### src/rtl/pc_seq_pkg.sv
// Shared vectors, state/select enums and helpers for the next-PC sequencer.
package pc_seq_pkg;

  localparam logic [31:0] RESET_VEC_DEF = 32'h8000_0000;
  localparam logic [31:0] EXC_VEC_DEF   = 32'h8000_0004;
  localparam logic [31:0] IRQ_VEC_DEF   = 32'h8000_0008;

  typedef enum logic {
    RUN     = 1'b0,
    HANDLER = 1'b1
  } pc_seq_state_e;

  // PC_HOLD covers the stall case, where ia is simply kept.
  typedef enum logic [2:0] {
    PC_SEQ  = 3'd0,
    PC_BR   = 3'd1,
    PC_JMP  = 3'd2,
    PC_XP   = 3'd3,
    PC_EXC  = 3'd4,
    PC_IRQ  = 3'd5,
    PC_RST  = 3'd6,
    PC_HOLD = 3'd7
  } pc_sel_e;

  function automatic logic [31:0] word_align(input logic [31:0] addr);
    return addr & 32'hFFFF_FFFC;
  endfunction

endpackage

### src/rtl/pc_seq_ctrl_irq_sync.sv
// Two-flop synchronizer for the external interrupt level; used by pc_seq_ctrl
// only when PC_SEQ_IRQ_SYNC_EN is defined.
module pc_seq_ctrl_irq_sync (
  input  logic clk,
  input  logic reset_n,
  input  logic async_i,
  output logic sync_o
);

  logic meta_q;
  logic sync_q;

  always_ff @(posedge clk) begin
    if (!reset_n) begin
      meta_q <= 1'b0;
      sync_q <= 1'b0;
    end else begin
      meta_q <= async_i;
      sync_q <= meta_q;
    end
  end

  assign sync_o = sync_q;

endmodule

### src/rtl/pc_seq_ctrl.sv
// Next-PC sequencer and trap controller: owns ia/xp and the RUN/HANDLER mode.
// Define PC_SEQ_IRQ_SYNC_EN to route irq through a 2-flop synchronizer.
module pc_seq_ctrl
  import pc_seq_pkg::*;
#(
  parameter logic [31:0] RESET_VEC = RESET_VEC_DEF,
  parameter logic [31:0] EXC_VEC   = EXC_VEC_DEF,
  parameter logic [31:0] IRQ_VEC   = IRQ_VEC_DEF
) (
  input  logic          clk,
  input  logic          reset_n,
  input  logic          stall,
  input  logic          branch_taken,
  input  logic [31:0]   branch_target,
  input  logic          jump,
  input  logic [31:0]   jump_target,
  input  logic          eret,
  input  logic          Exception,
  input  logic          irq,
  output logic [31:0]   ia,
  output logic [31:0]   xp,
  output logic          in_handler,
  output logic          irq_ack,
  output logic          double_fault,
  output pc_seq_state_e state_dbg
);

  pc_seq_state_e state_q, state_d;
  logic [31:0]   ia_q, ia_d;
  logic [31:0]   xp_q, xp_d;
  logic          ack_q, ack_d;
  logic          df_q, df_d;
  logic          irq_eff;
  pc_sel_e       pc_sel;

`ifdef PC_SEQ_IRQ_SYNC_EN
  pc_seq_ctrl_irq_sync u_irq_sync (
    .clk     (clk),
    .reset_n (reset_n),
    .async_i (irq),
    .sync_o  (irq_eff)
  );
`else
  assign irq_eff = irq;
`endif

  // Priority: Exception > irq (RUN, unstalled) > stall > eret > jump > branch > seq.
  always_comb begin
    pc_sel = PC_SEQ;
    if (Exception)
      pc_sel = (state_q == HANDLER) ? PC_RST : PC_EXC;
    else if (irq_eff && (state_q == RUN) && !stall)
      pc_sel = PC_IRQ;
    else if (stall)
      pc_sel = PC_HOLD;
    else if (eret && (state_q == HANDLER))
      pc_sel = PC_XP;
    else if (jump)
      pc_sel = PC_JMP;
    else if (branch_taken)
      pc_sel = PC_BR;
  end

  always_comb begin
    ia_d    = ia_q + 32'd4;
    xp_d    = xp_q;
    state_d = state_q;
    ack_d   = 1'b0;
    df_d    = df_q;
    case (pc_sel)
      PC_EXC: begin
        xp_d    = ia_q;
        ia_d    = EXC_VEC;
        state_d = HANDLER;
      end
      PC_RST: begin
        df_d    = 1'b1;
        ia_d    = RESET_VEC;
        state_d = RUN;
      end
      PC_IRQ: begin
        xp_d    = ia_q + 32'd4;
        ia_d    = IRQ_VEC;
        ack_d   = 1'b1;
        state_d = HANDLER;
      end
      PC_HOLD: ia_d = ia_q;
      PC_XP: begin
        ia_d    = xp_q;
        state_d = RUN;
      end
      PC_JMP:  ia_d = word_align(jump_target);
      PC_BR:   ia_d = word_align(branch_target);
      default: ia_d = ia_q + 32'd4;
    endcase
  end

  always_ff @(posedge clk) begin
    if (!reset_n) begin
      state_q <= RUN;
      ia_q    <= RESET_VEC;
      xp_q    <= 32'd0;
      ack_q   <= 1'b0;
      df_q    <= 1'b0;
    end else begin
      state_q <= state_d;
      ia_q    <= ia_d;
      xp_q    <= xp_d;
      ack_q   <= ack_d;
      df_q    <= df_d;
    end
  end

  assign ia           = ia_q;
  assign xp           = xp_q;
  assign in_handler   = (state_q == HANDLER);
  assign irq_ack      = ack_q;
  assign double_fault = df_q;
  assign state_dbg    = state_q;

endmodule

### config.mk
export PLATFORM = sky130hd
export DESIGN_NAME = pc_seq_ctrl
export DESIGN_NICKNAME = d
export VERILOG_FILES = /design/src/rtl/pc_seq_pkg.sv /design/src/rtl/pc_seq_ctrl_irq_sync.sv /design/src/rtl/pc_seq_ctrl.sv
export SDC_FILE = /design/constraint.sdc
export NUM_CORES = 1
export LEC_CHECK = 0
export CORE_ASPECT_RATIO = 0.5
export CORE_UTILIZATION = 40
export CTS_BUF_LIST = sky130_fd_sc_hd__clkbuf_4 sky130_fd_sc_hd__clkbuf_8 sky130_fd_sc_hd__clkbuf_16
export DETAILED_ROUTE_END_ITERATION = 6
export PLACE_DENSITY = 0.79
export SLEW_MARGIN = 5
export SYNTH_ARGS = -nofsm -noshare
export SYNTH_HDL_FRONTEND = slang
export SYNTH_SLANG_ARGS = --single-unit
### constraint.sdc
create_clock -name clk -period 2.61 [get_ports clk]
set_input_delay 0.6525 -clock clk [delete_from_list [all_inputs] [get_ports clk]]
set_output_delay 0.6525 -clock clk [all_outputs]
set_load 0.01 [all_outputs]
==> reports/metrics.yaml, run 1 <==
final_layout:
  mostFrequentLayoutCells: "135 x clkdlybuf4s50_1, 67 x dfxtp_1, 51 x buf_4"
  synthToLayoutAreaGrowth_pct: 50.1
  antenna_cells: 0
  fillCellCount: 821
  fin_nets: 718
  fin_cells: 785
  multi_input_area_sq_mm: 0.00251
  layout-drive-gt1-share: 0.138
  regArea_sq_mm: 0.00134
  layout_commonest_cell: "clkdlybuf4s50_1"
worst_setup_path:
  cp_max_fo: 7
  crit_path_cell_trace: "clkdlybuf4s50_1, or2_1, nor2_1, buf_4, and3_1, buf_4, a211o_1, a211oi_1"
  criticalPathCategory: "input pin to register"
  cp.arrival_ps: 2680
  endpoint_kind: "register"
  worstPathRequired_ps: 2820
  cp_common_cell: "buf_4"
  critPathLaunchType: "input pin"
  slowest_stage: "clkdlybuf4s50_1"
  max_stage_delay_ps: 610
clock_tree:
  cts_sinks: 67
  ctsResizeCount: 0
  cts_buffer_depth: 2
  cts.clk_slew.worst_paths_ps: 60
  clk_latency_ps: 330
  tritoncts: "yes"
  cts_root_buf: "clkbuf_16"
  postCtsSetupBuffers: 0
  cts_buffers: 9
  hold_buffers: 0
  htree_levels: 3
synth:
  syn_inst: 495
  async_reset_ff_frac: 0
  synthFlopType: "dfxtp_1"
  yosys_warnings: 0
  ys_types: 66
  syn_area_per_cell_sq_um: 8.28
  syn-cell-area_sq_mm: 0.00410
  ys_seq_elements: 67
  ys_seq_area_frac: 0.327
  synth_edf_count: 0
  synth_nets: 568
sta:
  post-route-period-util: 0.945
  min_period_ps: 2470
  maxSlewViolCount: 0
  hold_viol_final: 0
  layout_setup_ws_ps: 144
  max_freq_mhz: 405
  slew-limit-headroom: 0.599
  fin_tns_setup_ps: 0
  worstMarginPinSlew_ps: 596
  fin_skew_ps: 4.54
  rsz0062_at_grt: "no"
  setup_violations: 0
flow_run:
  cap_violations: 0
min_path:
  hp-class: "register to register"
floorplan:
  ios: 140
  die_x_microns: 145
  die_h_microns: 73.6
  die-area_sq_mm: 0.0107
  rows: 25
  start_util: 0.423
  core_area_sq_mm: 0.00970
routing:
  vias: 4884
  postRouteAntennaNets: 0
  drtIter0Drc: 582
  drt-pass1-iter-count: 6
  via_per_inst: 6.22
  wirelength_mm: 15.4
  drc: 0
  wl_per_cell_microns: 19.6
placement:
  gp_congestion: 0.886
  io_buffers: 135
  dpl_worst_slack_ps: -192
  dp_hpwl_mm: 10.9
  place_inst: 769
grt:
  grt_pass1_wl_mm: 24.3
  grt_pass1_vias: 4702
  grt_max_degree: 40
  grt.overflow.total: 0
  grt_usage: 0.289
  antenna_found_initial: 0
power:
  p_sw_frac: 0.277
  switchingPower_mw: 0.773
  peakVddDrop_mv: 0.365
  power.total_mw: 2.79
  p_leak_nw: 2.12
  intPower_mw: 2.02
  clkPwrFrac: 0.409
  seq_power_share: 0.395
  p_comb_frac: 0.196
  powerDensity_mw_per_mm2: 454
status:
  status: "complete, no violations"
cell type report:
| class | count | area share |
|---|---|---|
| clock inverter | 5 | 0.00468 |
| timing repair buffer | 191 | 0.298 |
| inverter | 6 | 0.00366 |
| clock buffer | 11 | 0.0401 |
| sequential | 67 | 0.218 |
| multi-input combinational | 370 | 0.408 |
| tap | 135 | 0.0275 |
routing by layer:
layer / GRT usage / share of wire / wire length, microns / up-vias
met5: 0 / 0 / 0 / -
met4: 0.0830 / 0.014 / 221 / 0
met2: 0.453 / 0.44 / 6770 / 263
met3: 0.0776 / 0.092 / 1420 / 22
met1: 0.393 / 0.45 / 6980 / 2339
li1: - / - / - / 2260
power groups by stage:
stage	combinational, mW	clock, mW	sequential [mW]
after floorplan	0.220	0	1.13
after global placement	0.531	0	1.12
after detailed placement	0.535	0	1.12
after CTS	0.539	1.14	1.10
after global routing	0.582	1.18	1.11
final	0.547	1.14	1.10
per-stage QoR:
step	hold WS (ps)	util	instance area [sq um]
3_5_place_dp	459	0.606	5870
6_report	470	0.635	6150
5_1_grt	498	0.635	6150
4_1_cts	467	0.634	6150
3_3_place_gp	463	0.606	5870
2_1_floorplan	467	-	4100
cell usage after synthesis (7+ instances only):
cell | number | area (sq um)
a21boi_1 | 7 | 52.6
a21oi_1 | 27 | 135
a221oi_1 | 10 | 87.6
a222oi_1 | 19 | 190
a22oi_1 | 21 | 158
a31oi_1 | 14 | 87.6
buf_2 | 19 | 95.1
clkbuf_1 | 25 | 93.8
dfxtp_1 | 67 | 1340
nand2_1 | 31 | 116
nand2b_1 | 8 | 50.1
nand3_1 | 25 | 125
nand4_1 | 18 | 113
nor2_1 | 22 | 82.6
nor3_1 | 12 | 60.1
o21ai_0 | 22 | 110
o22ai_1 | 9 | 56.3
or3_1 | 7 | 43.8
or4_1 | 8 | 60.1
xnor2_1 | 8 | 70.1
xor2_1 | 7 | 61.3
kinds of logic after synthesis:
family,share of synthesized area
XOR/XNOR,0.0321
AND/OR/NAND/NOR,0.235
buffers and inverters,0.0708
multiplexers,0.00275
flip-flops,0.327
AO/OA/AOI/OAI,0.329
adder cells (fa/ha/maj),0.00305
critical path, delay by kind of cell:
family	cells	cell delay, ps
compound gates	2	590
simple gates	3	500
buf+inv	3	920
flip-flops by register name, indices dropped and copies added, names as in the netlist:
name,flops
double_fault,1
irq_ack,1
ia,32
in_handler,1
xp,32
path summary, 6_finish.rpt:
check	depth (start not counted)	to	slack [ps]	start
min	2	xp[7]	470	xp[7]
max	8	ia[12]	140	Exception
min reg2reg	2	xp[7]	470	xp[7]
max reg2reg	5	xp[29]	410	ia[7]
No activity file was read; power rests on OpenSTA's default activity.
==> inputs of run 2 (changes only) <==
--- a/config.mk
+++ b/config.mk
@@ -5,7 +5,7 @@
 export SDC_FILE = /design/constraint.sdc
 export NUM_CORES = 1
 export LEC_CHECK = 0
-export CORE_ASPECT_RATIO = 0.5
+export CORE_ASPECT_RATIO = 2
 export CORE_UTILIZATION = 40
 export CTS_BUF_LIST = sky130_fd_sc_hd__clkbuf_4 sky130_fd_sc_hd__clkbuf_8 sky130_fd_sc_hd__clkbuf_16
 export DETAILED_ROUTE_END_ITERATION = 6
==> run 2 against run 1 <==
Effect of this change:
- the flow now finishes with violations (design-rule violations)
- sequential power about the same
- die area unchanged
- flip-flop and latch count unchanged
- clock power up 18%
- worst setup slack better by 140 ps
- wire length down 0.27%
- largest cell class unchanged
- critical endpoint is now ia[29]
- combinational power down 5.5%
- via count down 0.53%
==> reports/metrics.yaml, run 2 (synthesized netlist as in run 1, its figures left out) <==
routing:
  wirelength_mm: 15.3  # -0.27%
  vias: 4858  # -0.53%
  drt-pass1-iter-count: 7  # +1
  postRouteAntennaNets: 0  # unchanged
  wl_per_cell_microns: 19.9  # +1.7%
  drc: 1  # +1
  via_per_inst: 6.31  # +1.4%
  drtIter0Drc: 450  # -23%
clock_tree:
  htree_levels: 3  # unchanged
  cts_buffer_depth: 2  # unchanged
  tritoncts: "yes"
  cts.clk_slew.worst_paths_ps: 50  # about the same
  ctsResizeCount: 0  # unchanged
  postCtsSetupBuffers: 0  # unchanged
  cts_buffers: 9  # unchanged
  hold_buffers: 0  # unchanged
  cts_root_buf: "clkbuf_16"
  clk_latency_ps: 340  # about the same
  cts_sinks: 67  # unchanged
worst_setup_path:
  critPathLaunchType: "input pin"
  endpoint_kind: "register"
  crit_buf_inv: 1  # -2
  cp_max_fo: 7  # unchanged
  criticalPathCategory: "input pin to register"
  slowest_stage: "or4_1"
  crit_path_cell_trace: "clkdlybuf4s50_1, o21a_1, nor2_1, nand3_1, or4_1, o211ai_1"
  crit_family: "simple AND/OR/NAND/NOR gates"
  worstPathRequired_ps: 2870  # +50 ps
  cp.arrival_ps: 2590  # -90 ps
  max_stage_delay_ps: 600  # about the same
power:
  power.total_mw: 2.98  # +6.5%
  p_leak_nw: 2.07  # -2.4%
  powerDensity_mw_per_mm2: 487  # +7.2%
  peakVddDrop_mv: 0.355  # -2.6%
sta:
  setup_violations: 0  # unchanged
  min_period_ps: 2330  # -140 ps
  fin_tns_setup_ps: 0  # unchanged
  fin_skew_ps: 4.48  # -0.0642 ps
  max_freq_mhz: 430  # +6.0%
  layout_setup_ws_ps: 284  # +140 ps
  slew-limit-headroom: 0.651  # +0.0524
  rsz0062_at_grt: "no"
  maxSlewViolCount: 0  # unchanged
  post-route-period-util: 0.891  # -0.0536
  hold_viol_final: 0  # unchanged
  holdWs_ps: 480  # +10.0 ps
  worstMarginPinSlew_ps: 522  # -73.9 ps
floorplan:
  start_util: 0.409  # -0.0136
  die_h_microns: 145  # +97%
  rows: 52  # +110%
  die-area_sq_mm: 0.0107  # unchanged
  die_x_microns: 73.6  # -49%
  ios: 140  # unchanged
  core_area_sq_mm: 0.0100  # +3.3%
grt:
  grt.overflow.total: 0  # unchanged
  grt_max_degree: 41  # +2.5%
  grt_pass1_vias: 4854  # +3.2%
  grt_pass1_wl_mm: 24.2  # -0.49%
  grt_usage: 0.292  # +0.00315
  antenna_found_initial: 0  # unchanged
placement:
  post_dp_cell_area_sq_mm: 0.00579  # -1.5%
  dpl_worst_slack_ps: -61.4  # +131 ps
  io_buffers: 135  # unchanged
  dp_hpwl_mm: 11.0  # +1.5%
  gp_congestion: 0.897  # +1.2%
  place_inst: 754  # -2.0%
final_layout:
  fin_nets: 703  # -2.1%
  synthToLayoutAreaGrowth_pct: 49.1
  mostFrequentLayoutCells: "135 x clkdlybuf4s50_1, 67 x dfxtp_1, 34 x buf_4"
  layout-drive-gt1-share: 0.118  # -0.0204
  fin_util: 0.610  # -0.0244
  fin_cells: 770  # -1.9%
  finalInstanceArea_sq_mm: 0.00611  # -0.65%
  layout_commonest_cell: "clkdlybuf4s50_1"
  antenna_cells: 0  # unchanged
status:
  failed_checks: "design-rule violations"
  status: "finished with violations"
flow_run:
  cap_violations: 0  # unchanged
min_path:
  hp-class: "register to register"
run 2: changes by cell type in the layout (fill, tap and decap cells not counted), sizes merged:
cell    previous run  this run
buf               56        41
bufinv             0         2
clkinv             6         4
run 2: layer usage:
metal | GRT usage | up-vias | part of all wire
li1 | - | 2230 | -
met1 | 0.316 | 2295 | 0.35
met2 | 0.507 | 279 | 0.53
met3 | 0.0479 | 54 | 0.066
met4 | 0.181 | 0 | 0.047
met5 | 0 | - | 0
run 2: cell type report:
| cell class | instances | area, sq um |
|---|---|---|
| Clock buffer | 11 | 253 |
| Clock inverter | 5 | 75.1 |
| Fill cell | 880 | 3910 |
| Inverter | 6 | 22.5 |
| Multi-Input combinational cell | 370 | 2510 |
| Sequential cell | 67 | 1340 |
| Tap cell | 135 | 169 |
| Timing Repair Buffer | 176 | 1750 |
run 2: path summary, 6_finish.rpt:
check | depth (start not counted) | endpoint | startpoint | slack, ps
setup / recovery | 6 | ia[29] | eret | 280
hold / removal | 2 | xp[1] | xp[1] | 480
setup reg to reg | 6 | ia[26] | ia[2] | 300
hold reg to reg | 2 | xp[1] | xp[1] | 480
run 2: worst min-delay path: stages (launching register included):
cell	delay, ps
dfxtp_1	320
nand2_1	60
a21oi_1	50
run 2: where the power goes:
group / total (mW) / switching, mW / internal, mW
Clock: 1.34 / 0.459 / 0.883
Sequential: 1.12 / 0.0592 / 1.06
Combinational: 0.517 / 0.240 / 0.277
Total: 2.98 / 0.758 / 2.22
